## src/rtl/button_pulse_conditioner.sv

```systemverilog
// Turns a raw, bouncing pushbutton into one-cycle increment strobes plus a debounced level.
// Hold-to-repeat is compiled in only when AUTOREPEAT_EN is defined.
module button_pulse_conditioner #(
  parameter int DEB_CYCLES    = 500000,
  parameter int REPEAT_DELAY  = 50000000,
  parameter int REPEAT_PERIOD = 10000000
) (
  input  logic clk,
  input  logic reset,
  input  logic btn_in,
  input  logic en,
  output logic pulse_out,
  output logic level_out
);

`ifdef AUTOREPEAT_EN
  localparam int CntMaxA = (DEB_CYCLES > REPEAT_DELAY) ? DEB_CYCLES : REPEAT_DELAY;
  localparam int CntMax  = (CntMaxA > REPEAT_PERIOD) ? CntMaxA : REPEAT_PERIOD;
`else
  localparam int CntMax  = DEB_CYCLES;
`endif
  localparam int CW = $clog2(CntMax) + 1;

  localparam logic [CW-1:0] DebLast = CW'(DEB_CYCLES - 1);
`ifdef AUTOREPEAT_EN
  localparam logic [CW-1:0] DelayLast  = CW'(REPEAT_DELAY - 1);
  localparam logic [CW-1:0] PeriodLast = CW'(REPEAT_PERIOD - 1);
`endif

  if (DEB_CYCLES < 1 || REPEAT_DELAY < 1 || REPEAT_PERIOD < 1) begin : gBadParams
    $error("button_pulse_conditioner: all cycle parameters must be >= 1");
  end

`ifdef AUTOREPEAT_EN
  typedef enum logic [2:0] {IDLE, PRESS_CHK, HELD, REPEAT, RELEASE_CHK} state_t;
`else
  typedef enum logic [1:0] {IDLE, PRESS_CHK, HELD, RELEASE_CHK} state_t;
`endif

  state_t          state_q;
  logic [1:0]      sync_q;
  logic [CW-1:0]   cnt_q;
  logic            pulse_q;
  logic            level_q;
  logic            btn_s;

  assign btn_s     = sync_q[1];
  assign pulse_out = pulse_q;
  assign level_out = level_q;

  // A btn_s change always wins over a terminal count; cnt is cleared on every state change.
  always_ff @(posedge clk or posedge reset) begin
    if (reset) begin
      sync_q  <= 2'b00;
      state_q <= IDLE;
      cnt_q   <= '0;
      pulse_q <= 1'b0;
      level_q <= 1'b0;
    end else begin
      sync_q  <= {sync_q[0], btn_in};
      pulse_q <= 1'b0;
      case (state_q)
        IDLE: begin
          cnt_q <= '0;
          if (btn_s) state_q <= PRESS_CHK;
        end
        PRESS_CHK: begin
          if (!btn_s) begin
            state_q <= IDLE;
            cnt_q   <= '0;
          end else if (cnt_q == DebLast) begin
            state_q <= HELD;
            cnt_q   <= '0;
            level_q <= 1'b1;
            pulse_q <= en;
          end else begin
            cnt_q <= cnt_q + CW'(1);
          end
        end
        HELD: begin
          if (!btn_s) begin
            state_q <= RELEASE_CHK;
            cnt_q   <= '0;
`ifdef AUTOREPEAT_EN
          end else if (cnt_q == DelayLast) begin
            state_q <= REPEAT;
            cnt_q   <= '0;
            pulse_q <= en;
          end else begin
            cnt_q <= cnt_q + CW'(1);
`endif
          end
        end
`ifdef AUTOREPEAT_EN
        REPEAT: begin
          if (!btn_s) begin
            state_q <= RELEASE_CHK;
            cnt_q   <= '0;
          end else if (cnt_q == PeriodLast) begin
            cnt_q   <= '0;
            pulse_q <= en;
          end else begin
            cnt_q <= cnt_q + CW'(1);
          end
        end
`endif
        RELEASE_CHK: begin
          if (btn_s) begin
            state_q <= HELD;
            cnt_q   <= '0;
          end else if (cnt_q == DebLast) begin
            state_q <= IDLE;
            cnt_q   <= '0;
            level_q <= 1'b0;
          end else begin
            cnt_q <= cnt_q + CW'(1);
          end
        end
        default: begin
          state_q <= IDLE;
          cnt_q   <= '0;
        end
      endcase
    end
  end

endmodule
```

## config.mk

```make
export PLATFORM = sky130hd
export DESIGN_NAME = button_pulse_conditioner
export DESIGN_NICKNAME = d
export VERILOG_FILES = /design/src/rtl/button_pulse_conditioner.sv
export SDC_FILE = /design/constraint.sdc
export NUM_CORES = 1
export LEC_CHECK = 0
export ABC_AREA = 1
export ABC_CLOCK_PERIOD_IN_PS = 1500
export BUFFER_PORTS_ARGS = -buffer_cell sky130_fd_sc_hd__buf_2
export CORE_MARGIN = 5
export CORE_UTILIZATION = 45
export DETAILED_ROUTE_END_ITERATION = 16
export PLACE_DENSITY_LB_ADDON = 0.1
export SLEW_MARGIN = 20
export SYNTH_ARGS = -nofsm -noshare
export SYNTH_HDL_FRONTEND = slang
export SYNTH_SLANG_ARGS = --single-unit
```

## constraint.sdc

```tcl
create_clock -name clk -period 1.5 [get_ports clk]
set_clock_uncertainty 0.2 [all_clocks]
set_input_delay 0.225 -clock clk [delete_from_list [all_inputs] [get_ports clk]]
set_output_delay 0.225 -clock clk [all_outputs]
set_load 0.02 [all_outputs]
```

==> impl_metrics.py, run 1 <==
metrics = {
    "run_status": {
        "status": "finished with violations",
        "violations": "negative setup slack",
    },
    "timing": {
        "drv_slew": 0,
        "max_slew_margin_pct": 77.2,
        "fin_crit_sh_pct": 109,
        "fmax_mhz": 610,
        "tightest_slew_ns": 0.342,
        "setup_tns_ns": -2.32,
        "fin_hold_ws_ns": 0.173,
        "hold_viol_final": 0,
        "setup_viol": 23,
        "grt_setup_unrepaired": "yes",
        "period_minus_slack_ns": 1.64,
        "setup_slack_ns": -0.140,
    },
    "place": {
        "port_buffers": 5,
        "dp_slack_ns": -0.179,
        "gp_congestion": 0.906,
        "place.detailed.hpwl_mm": 2.76,
        "dp.cells": 293,
        "dpl-instance-area_mm2": 0.00188,
    },
    "finish": {
        "syn2layout_area_growth_pct": 33.2,
        "drive_gt1_share_pct": 33.9,
        "fin_nets": 264,
        "multiInputGateArea_um2": 893,
        "antenna_cells": 0,
        "layout_commonest_cell": "nand2_1",
        "nFillCells": 311,
        "stdcell_area_mm2": 0.00207,
        "final_cell_mix": "nand2_1 (54), buf_4 (31), inv_1 (27)",
        "final_cell_count_no_fill": 303,
        "utilization_pct": 62.1,
        "ff_latch_area_um2": 651,
    },
    "logic_synthesis": {
        "synth_area_leader_cell": "dfrtp_1",
        "synth_top_area_share_pct": 41.8,
        "syn-cell-area_mm2": 0.00156,
        "yosys_warnings": 0,
        "ys_types": 22,
        "ys_ff_latch": 26,
        "synth_fp_nets": 218,
        "syn_avg_cell_area_um2": 7.30,
        "ys_seq_area_share_pct": 41.8,
        "synth_area_leaders": "dfrtp_1 (42%), nand2_1 (13%), inv_1 (6.8%)",
        "syn_inst": 213,
    },
    "drt": {
        "avgRoutedWirePerCell_um": 12.6,
        "drt-pass1-iter-count": 4,
        "vias": 1547,
        "drt_iter0_markers": 95,
        "final_antenna_net_count": 0,
        "via_per_inst": 5.11,
        "totalWireLength_mm": 3.82,
        "drc": 0,
    },
    "clocking": {
        "clockRootBuffer": "clkbuf_4",
        "clk_pin_slew_ns": 0.14,
        "cts_buffers": 3,
        "clockBufferDepth": 2,
        "htreeDepth": 1,
        "insertion_delay_ns": 0.32,
        "clkSinkCount": 26,
        "cts_tree": "done",
    },
    "worst_setup_path": {
        "crit_slowest_cell": "dfrtp_1",
        "crit_type": "flip-flop to flip-flop",
        "slowest_delay_ns": 0.39,
        "required_ns": 1.52,
        "arrival_ns": 1.66,
        "end_kind": "flip-flop",
        "worstSetupStartpoint": "cnt_q[0]",
        "cp_common_cell": "nor2_4",
        "r2r-start": "cnt_q[0]",
        "cp-start-kind": "flip-flop",
        "worstPathCellList": "ha_2 -> nand2_2 -> nor2_4 -> nand3_2 -> nor2_4 -> nor2_4 -> nand3_1 -> o21ai_1",
        "crit_fanout": 5,
    },
    "global_route": {
        "grt_max_degree": 27,
        "grt-ovfl-total": 0,
        "antenna_found_initial": 0,
        "grt_pass1_vias": 1449,
        "grt_pass1_wl_mm": 6.02,
        "track_usage_pct": 17.2,
    },
    "die": {
        "ioPinCount": 6,
        "initial_core_util_pct": 46.6,
        "dieArea_mm2": 0.00473,
        "row_count": 21,
        "core_mm2": 0.00334,
        "die-height_um": 68.8,
        "die_width_um": 68.8,
    },
    "power": {
        "finalPower_mw": 1.79,
        "swShare_pct": 36.5,
        "ir_drop_mv": 0.790,
        "p_leak_nw": 0.936,
        "clock_power_share_pct": 16.8,
        "power_frac_seq_pct": 44.1,
        "comb_power_share_pct": 39.2,
        "internal_power_mw": 1.14,
        "power_switching_mw": 0.654,
        "powerDensity_mw_per_mm2": 864,
    },
    "hold_path": {
        "min_from": "sync_q[0]",
        "hp-class": "flip-flop to flip-flop",
    },
    "flow_run": {
        "drv_cap": 0,
    },
}
## registers in the layout, indices dropped and copies added (netlist names), named ones only
name / cells
state_q: 1
level_out: 1
sync_q: 2
cnt_q: 20
pulse_out: 1
## timing repair
item                                    in CTS  in global routing
endpoints found under the setup margin      24                 24
gates cloned                                 0                  2
buffers inserted                             2                  0
hold buffers                                 3                  0
pin swaps                                    8                  7
endpoints found under the hold margin       28                  0
resized for setup                           12                 22
## cells by family (layout without fill, tap and decap cells)
group	Yosys count	count (layout)	share of synthesized area, %
AOI/OAI and AO/OA	24	24	8.21
xor gates and xnor gates	7	7	3.94
adders and majority gates	1	1	0.804
buffers and inverters	34	77	8.69
DFF	26	26	41.8
and+or+nand+nor	121	122	36.5
## power by group through the flow
stage	logic [mW]	clock network, mW	registers, mW
floorplan	0.325	0	0.808
global placement	0.551	0	0.797
detailed placement	0.566	0	0.801
CTS	0.596	0.312	0.788
global route	0.757	0.344	0.796
finish	0.701	0.300	0.789
## Yosys cell counts
library cell / instances
nor2_1: 23
o21ai_0: 13
ha_1: 1
buf_6: 1
nand2_2: 6
o22ai_1: 6
nand4_1: 6
inv_2: 2
nor2_2: 4
dfrtp_1: 26
nand3_2: 2
clkinv_1: 2
nand3_1: 21
inv_1: 28
xor2_1: 6
xnor2_1: 1
nor2_4: 3
nand2_1: 55
nor3_4: 1
clkbuf_1: 1
a21oi_1: 3
o21ai_1: 2
## critical path: cells and delay by family, from the launching register on
family	cells	cell delay (ns)
simple gates	6	0.70
flops	1	0.39
fa+ha+maj	1	0.19
compound gates	1	0.06
## metal layers
| layer | wire, µm | share of wire, % | track usage (%) |
|---|---|---|---|
| met3 | 134 | 3.5 | 2.43 |
| met1 | 1680 | 44 | 20.7 |
| met4 | 48 | 1.3 | 6.08 |
| met5 | 0 | 0 | 0 |
| met2 | 1950 | 51 | 31.0 |
## final cells by class
class                           instances  area share (%)
Timing Repair inverter                  1           0.242
Tap cell                               46            2.78
Sequential cell                        26            31.4
Inverter                               32            5.98
Multi-Input combinational cell        154            43.1
Clock buffer                            3            1.09
Timing Repair Buffer                   41            15.4
## worst paths after layout
check,cells past startpoint,to,slack [ns]
setup / recovery,8,cnt_q[12],-0.14
hold / removal,0,sync_q[1],0.17
min in group asynchronous,4,pulse_out,0.28
max in group asynchronous,4,cnt_q[11],0.56
setup reg to reg,8,cnt_q[12],-0.14
hold reg to reg,0,sync_q[1],0.17
No activity file was read; power rests on OpenSTA's default activity.
==> run 2, diff against run 1 <==
--- a/config.mk
+++ b/config.mk
@@ -9,7 +9,7 @@
 export ABC_CLOCK_PERIOD_IN_PS = 1500
 export BUFFER_PORTS_ARGS = -buffer_cell sky130_fd_sc_hd__buf_2
 export CORE_MARGIN = 5
-export CORE_UTILIZATION = 45
+export CORE_UTILIZATION = 39
 export DETAILED_ROUTE_END_ITERATION = 16
 export PLACE_DENSITY_LB_ADDON = 0.1
 export SLEW_MARGIN = 20
==> run 2 against run 1 <==
The flow still finishes with violations (negative setup slack). Cell area increased by 6.0%. Clock-buffer cell count increased by 1. Sequential share of layout area decreased by 1.8 points. Non-clock buffer count increased by 6. Clock power increased by 57%. Worst setup slack got worse by 0.036 ns. Global-route usage decreased by 0.97 points. Register-to-register slack got worse by 0.04 ns. Critical endpoint is now cnt_q[7]. Largest power group unchanged.
==> impl_metrics.py, run 2 (synthesis gave the netlist of run 1 again) <==
metrics = {
    "drt": {
        "drc": 0,
        "drt-pass1-iter-count": 5,
        "drt_iter0_markers": 104,
        "vias": 1567,
        "via_per_inst": 5.01,
        "avgRoutedWirePerCell_um": 13.3,
        "final_antenna_net_count": 0,
        "totalWireLength_mm": 4.17,
    },
    "worst_setup_path": {
        "critical_path_buf_inv_count": 2,
        "r2r-start": "cnt_q[0]",
        "rr_endpoint": "cnt_q[7]",
        "crit_type": "flip-flop to flip-flop",
        "crit_family": "simple AND/OR/NAND/NOR gates",
        "required_ns": 1.46,
        "worstSetupStartpoint": "cnt_q[0]",
        "cp-start-kind": "flip-flop",
        "worstPathCellList": "ha_2 -> nand2_2 -> nor2_4 -> buf_6 -> nand3_4 -> nand2_4 -> clkbuf_16 -> o22ai_2",
        "arrival_ns": 1.64,
        "crit_slowest_cell": "dfrtp_1",
        "r2r_slack_ns": -0.18,
        "worstRegToRegCells": 8,
        "slowest_delay_ns": 0.36,
        "crit_fanout": 5,
        "end_kind": "flip-flop",
    },
    "die": {
        "row_count": 23,
        "core_mm2": 0.00394,
        "dieArea_mm2": 0.00535,
        "die_width_um": 73.2,
        "die-height_um": 73.2,
        "ioPinCount": 6,
        "initial_core_util_pct": 39.4,
    },
    "global_route": {
        "grt_max_degree": 27,
        "grt-ovfl-total": 0,
        "antenna_found_initial": 0,
        "grt_pass1_vias": 1530,
        "grt_pass1_wl_mm": 6.79,
        "track_usage_pct": 16.2,
    },
    "finish": {
        "largest_register_ffs": 20,
        "top_register": "cnt_q",
        "syn2layout_area_growth_pct": 41.3,
        "drive_gt1_share_pct": 35.0,
        "final_cell_mix": "nand2_1 (54), buf_4 (35), inv_1 (28)",
        "antenna_cells": 0,
        "stdcell_area_mm2": 0.00220,
        "fin_nets": 269,
        "reg_top3": "cnt_q (20), sync_q (2)",
        "layout_commonest_cell": "nand2_1",
    },
    "clocking": {
        "clkSinkCount": 26,
        "clk_pin_slew_ns": 0.09,
        "insertion_delay_ns": 0.28,
        "clockRootBuffer": "clkbuf_8",
        "cts_buffers": 3,
        "cts_tree": "done",
        "htreeDepth": 1,
        "clockBufferDepth": 2,
    },
    "hold_path": {
        "min_from": "sync_q[0]",
        "hold_end": "sync_q[1]",
        "hold_path_depth": 0,
        "hp-class": "flip-flop to flip-flop",
    },
    "timing": {
        "drv_slew": 0,
        "setup_slack_ns": -0.176,
        "hold_viol_final": 0,
        "fmax_mhz": 597,
        "period_minus_slack_ns": 1.68,
        "setup_tns_ns": -3.28,
        "fin_crit_sh_pct": 112,
        "setup_viol": 24,
        "tightest_slew_ns": 0.339,
        "grt_setup_unrepaired": "yes",
        "max_slew_margin_pct": 77.4,
    },
    "place": {
        "gp_congestion": 0.936,
        "place.detailed.hpwl_mm": 2.86,
        "dpl-instance-area_mm2": 0.00190,
        "port_buffers": 5,
    },
    "power": {
        "clock_power_share_pct": 23.6,
        "internal_power_mw": 1.30,
        "swShare_pct": 34.6,
        "powerDensity_mw_per_mm2": 906,
        "power_switching_mw": 0.688,
        "comb_power_share_pct": 36.8,
        "power_frac_seq_pct": 39.6,
        "ir_drop_mv": 0.756,
        "p_leak_nw": 0.993,
        "finalPower_mw": 1.99,
    },
    "run_status": {
        "status": "finished with violations",
        "violations": "negative setup slack",
    },
    "flow_run": {
        "drv_cap": 0,
    },
}
[run 2: changes by cell type in the layout (fill, tap and decap cells not counted), sizes merged]
cell | previous run | this run
buf | 38 | 43
clkbuf | 3 | 5
clkinv | 1 | 2
clkinvlp | 2 | 0
[run 2: metal layers]
metal | share of wire [%] | wire length (µm) | GRT usage (%)
met4 | 1.2 | 49 | 5.74
met1 | 44 | 1850 | 21.4
met2 | 52 | 2160 | 26.8
met3 | 2.9 | 119 | 2.48
met5 | 0 | 0 | 0
[run 2: repair_timing]
action / CTS / global route
gates resized for setup: 10 / 29
buffers inserted: 0 / 5
pin swaps: 1 / 8
hold endpoints to repair: 28 / 0
endpoints found under the setup margin: 24 / 24
hold buffers: 3 / 0
cloned: 0 / 2
[run 2: worst max-delay path by stage]
| stage | depth (start not counted) | slack (ns) | to |
|---|---|---|---|
| 4_1_cts | 9 | -0.13 | cnt_q[12] |
| 3_3_place_gp | 7 | -0.11 | cnt_q[10] |
| 6_report | 8 | -0.18 | cnt_q[7] |
| 3_5_place_dp | 7 | -0.15 | cnt_q[11] |
| 5_1_grt | 8 | -0.26 | pulse_out |
| 2_1_floorplan | 8 | -0.04 | cnt_q[12] |
[run 2: layout make-up]
type | instances | area [µm²]
tap | 50 | 62.6
fill | 353 | 1750
multi-input combinational | 154 | 923
sequential | 26 | 651
clock buffer | 4 | 55.1
timing repair buffer | 47 | 385
inverter | 32 | 120
[run 2: power groups by stage]
stage / registers (mW) / clock network, mW / logic, mW
2_1_floorplan: 0.808 / 0 / 0.325
3_3_place_gp: 0.797 / 0 / 0.546
3_5_place_dp: 0.800 / 0 / 0.560
4_1_cts: 0.787 / 0.480 / 0.590
5_1_grt: 0.793 / 0.517 / 0.793
6_report: 0.788 / 0.470 / 0.732
[run 2: stage by stage]
| stage | util, % | worst slack, ns | std cells | hold WS (ns) |
|---|---|---|---|---|
| finish | 55.7 | -0.176 | 313 | 0.165 |
| global route | 55.7 | -0.261 | 313 | 0.177 |
| CTS | 50.9 | -0.132 | 306 | 0.168 |
| detailed placement | 48.3 | -0.152 | 299 | 0.0993 |
| global placement | 48.3 | -0.110 | 299 | 0.0956 |
| floorplan | - | -0.0443 | 213 | 0.0564 |
==> run 3, diff against run 2 <==
--- a/config.mk
+++ b/config.mk
@@ -11,7 +11,6 @@
 export CORE_MARGIN = 5
 export CORE_UTILIZATION = 39
 export DETAILED_ROUTE_END_ITERATION = 16
-export PLACE_DENSITY_LB_ADDON = 0.1
 export SLEW_MARGIN = 20
 export SYNTH_ARGS = -nofsm -noshare
 export SYNTH_HDL_FRONTEND = slang
==> run 3 against run 2 <==
Clock-buffer cell count did not move. Cell area fell by 0.46%. First-iteration DRC count rose by 11%. Die area did not move. Critical path depth did not move. Sequential cell count did not move. The run still ends with negative setup slack left. Core utilization fell by 0.25 points. Largest cell class unchanged. Sequential share of layout area rose by 0.14 points.
==> impl_metrics.py, run 3 (synthesis gave the netlist of run 1 again) <==
metrics = {
    "finish": {
        "final_cell_mix": "nand2_1 (54), buf_4 (37), inv_1 (28)",
        "reg_top3": "cnt_q (20), sync_q (2)",
        "top_register": "cnt_q",
        "syn2layout_area_growth_pct": 40.6,
        "fin_nets": 270,
        "layout_commonest_cell": "nand2_1",
        "antenna_cells": 0,
        "largest_register_ffs": 20,
        "nFillCells": 338,
        "drive_gt1_share_pct": 34.8,
        "utilization_pct": 55.5,
    },
    "drt": {
        "totalWireLength_mm": 3.98,
        "drc": 0,
        "via_per_inst": 4.84,
        "vias": 1519,
        "final_antenna_net_count": 0,
        "drt_iter0_markers": 115,
        "drt-pass1-iter-count": 4,
        "avgRoutedWirePerCell_um": 12.7,
    },
    "run_status": {
        "violations": "negative setup slack",
        "status": "finished with violations",
    },
    "die": {
        "die-height_um": 73.2,
        "initial_core_util_pct": 39.4,
        "dieArea_mm2": 0.00535,
        "core_mm2": 0.00394,
        "die_width_um": 73.2,
        "row_count": 23,
        "ioPinCount": 6,
    },
    "global_route": {
        "antenna_found_initial": 0,
        "grt_pass1_vias": 1471,
        "track_usage_pct": 16.5,
        "grt-ovfl-total": 0,
        "grt_max_degree": 27,
        "grt_pass1_wl_mm": 6.76,
    },
    "worst_setup_path": {
        "required_ns": 1.46,
        "r2r_slack_ns": -0.13,
        "crit_family": "simple AND/OR/NAND/NOR gates",
        "worstRegToRegCells": 8,
        "arrival_ns": 1.59,
        "cp-start-kind": "flip-flop",
        "critical_path_buf_inv_count": 0,
        "crit_type": "flip-flop to flip-flop",
        "cp_common_cell": "nor2_4",
        "end_kind": "flip-flop",
        "rr_endpoint": "cnt_q[12]",
        "r2r-start": "cnt_q[0]",
        "crit_slowest_cell": "dfrtp_1",
        "crit_fanout": 5,
        "slowest_delay_ns": 0.37,
        "worstPathCellList": "ha_2 -> nand2_2 -> nor2_4 -> nand3_2 -> nor2_4 -> nor2_2 -> nand3_1 -> o21ai_1",
    },
    "timing": {
        "fmax_mhz": 615,
        "tightest_slew_ns": 0.354,
        "setup_slack_ns": -0.125,
        "fin_crit_sh_pct": 108,
        "setup_viol": 23,
        "period_minus_slack_ns": 1.63,
        "grt_setup_unrepaired": "yes",
        "hold_viol_final": 0,
        "max_slew_margin_pct": 76.4,
        "drv_slew": 0,
    },
    "hold_path": {
        "hold_end": "sync_q[1]",
        "min_from": "sync_q[0]",
        "hp-class": "flip-flop to flip-flop",
        "hold_path_depth": 0,
    },
    "clocking": {
        "insertion_delay_ns": 0.27,
        "clk_pin_slew_ns": 0.09,
        "cts_tree": "done",
        "clockBufferDepth": 2,
        "cts_buffers": 3,
        "clockRootBuffer": "clkbuf_8",
        "clkSinkCount": 26,
        "htreeDepth": 1,
    },
    "flow_run": {
        "drv_cap": 0,
    },
    "power": {
        "swShare_pct": 34.7,
        "finalPower_mw": 2.06,
        "p_leak_nw": 0.993,
        "ir_drop_mv": 0.759,
        "comb_power_share_pct": 39.2,
        "clock_power_share_pct": 22.6,
        "power_frac_seq_pct": 38.2,
        "power_switching_mw": 0.713,
        "powerDensity_mw_per_mm2": 940,
        "internal_power_mw": 1.34,
    },
    "place": {
        "port_buffers": 5,
        "dp_slack_ns": -0.139,
        "place.detailed.hpwl_mm": 2.93,
        "gp_congestion": 0.823,
    },
}
## run 3: metal layers
layer / up-vias / GRT usage [%] / wire length, µm
met5: - / 0 / 0
met4: 0 / 4.92 / 50
met3: 7 / 2.48 / 205
met2: 43 / 27.2 / 1860
met1: 686 / 22.4 / 1860
li1: 783 / - / -
## run 3: what timing repair did
action / CTS / global route
pin swaps: 2 / 7
setup endpoints to repair: 24 / 24
hold buffers: 3 / 0
setup buffers: 1 / 1
hold endpoints to repair: 28 / 0
resized for setup: 16 / 18
cloned: 0 / 2
## run 3: worst max path at each step
| stage | cells past startpoint | startpoint | endpoint |
|---|---|---|---|
| after CTS | 9 | cnt_q[0] | cnt_q[12] |
| final | 8 | cnt_q[0] | cnt_q[12] |
| after global placement | 7 | cnt_q[1] | cnt_q[11] |
| after detailed placement | 7 | cnt_q[0] | cnt_q[11] |
| after global routing | 9 | cnt_q[1] | cnt_q[12] |
| after floorplan | 8 | cnt_q[0] | cnt_q[12] |
## run 3: power groups by stage
stage          Clock, mW  Sequential [mW]  Combinational [mW]
5_1_grt            0.513            0.794               0.869
4_1_cts            0.479            0.786               0.645
3_5_place_dp           0            0.800               0.586
3_3_place_gp           0            0.797               0.574
2_1_floorplan          0            0.808               0.325
6_report           0.465            0.786               0.805
## run 3: layout make-up
type	count	area [µm²]	area share (%)
sequential	26	651	29.7
inverter	32	120	5.49
tap	50	62.6	2.86
timing repair buffer	48	389	17.8
clock buffer	4	55.1	2.52
multi-input combinational	154	910	41.6
## run 3: metrics by stage
step / hold slack [ns] / area [µm²] / setup TNS [ns] / cells
2_1_floorplan: 0.0564 / 1570 / -0.480 / 213
3_3_place_gp: 0.0975 / 1930 / -1.14 / 303
3_5_place_dp: 0.103 / 1930 / -2.30 / 303
4_1_cts: 0.170 / 2060 / -2.05 / 311
5_1_grt: 0.190 / 2190 / -3.95 / 314
6_report: 0.170 / 2190 / -1.80 / 314
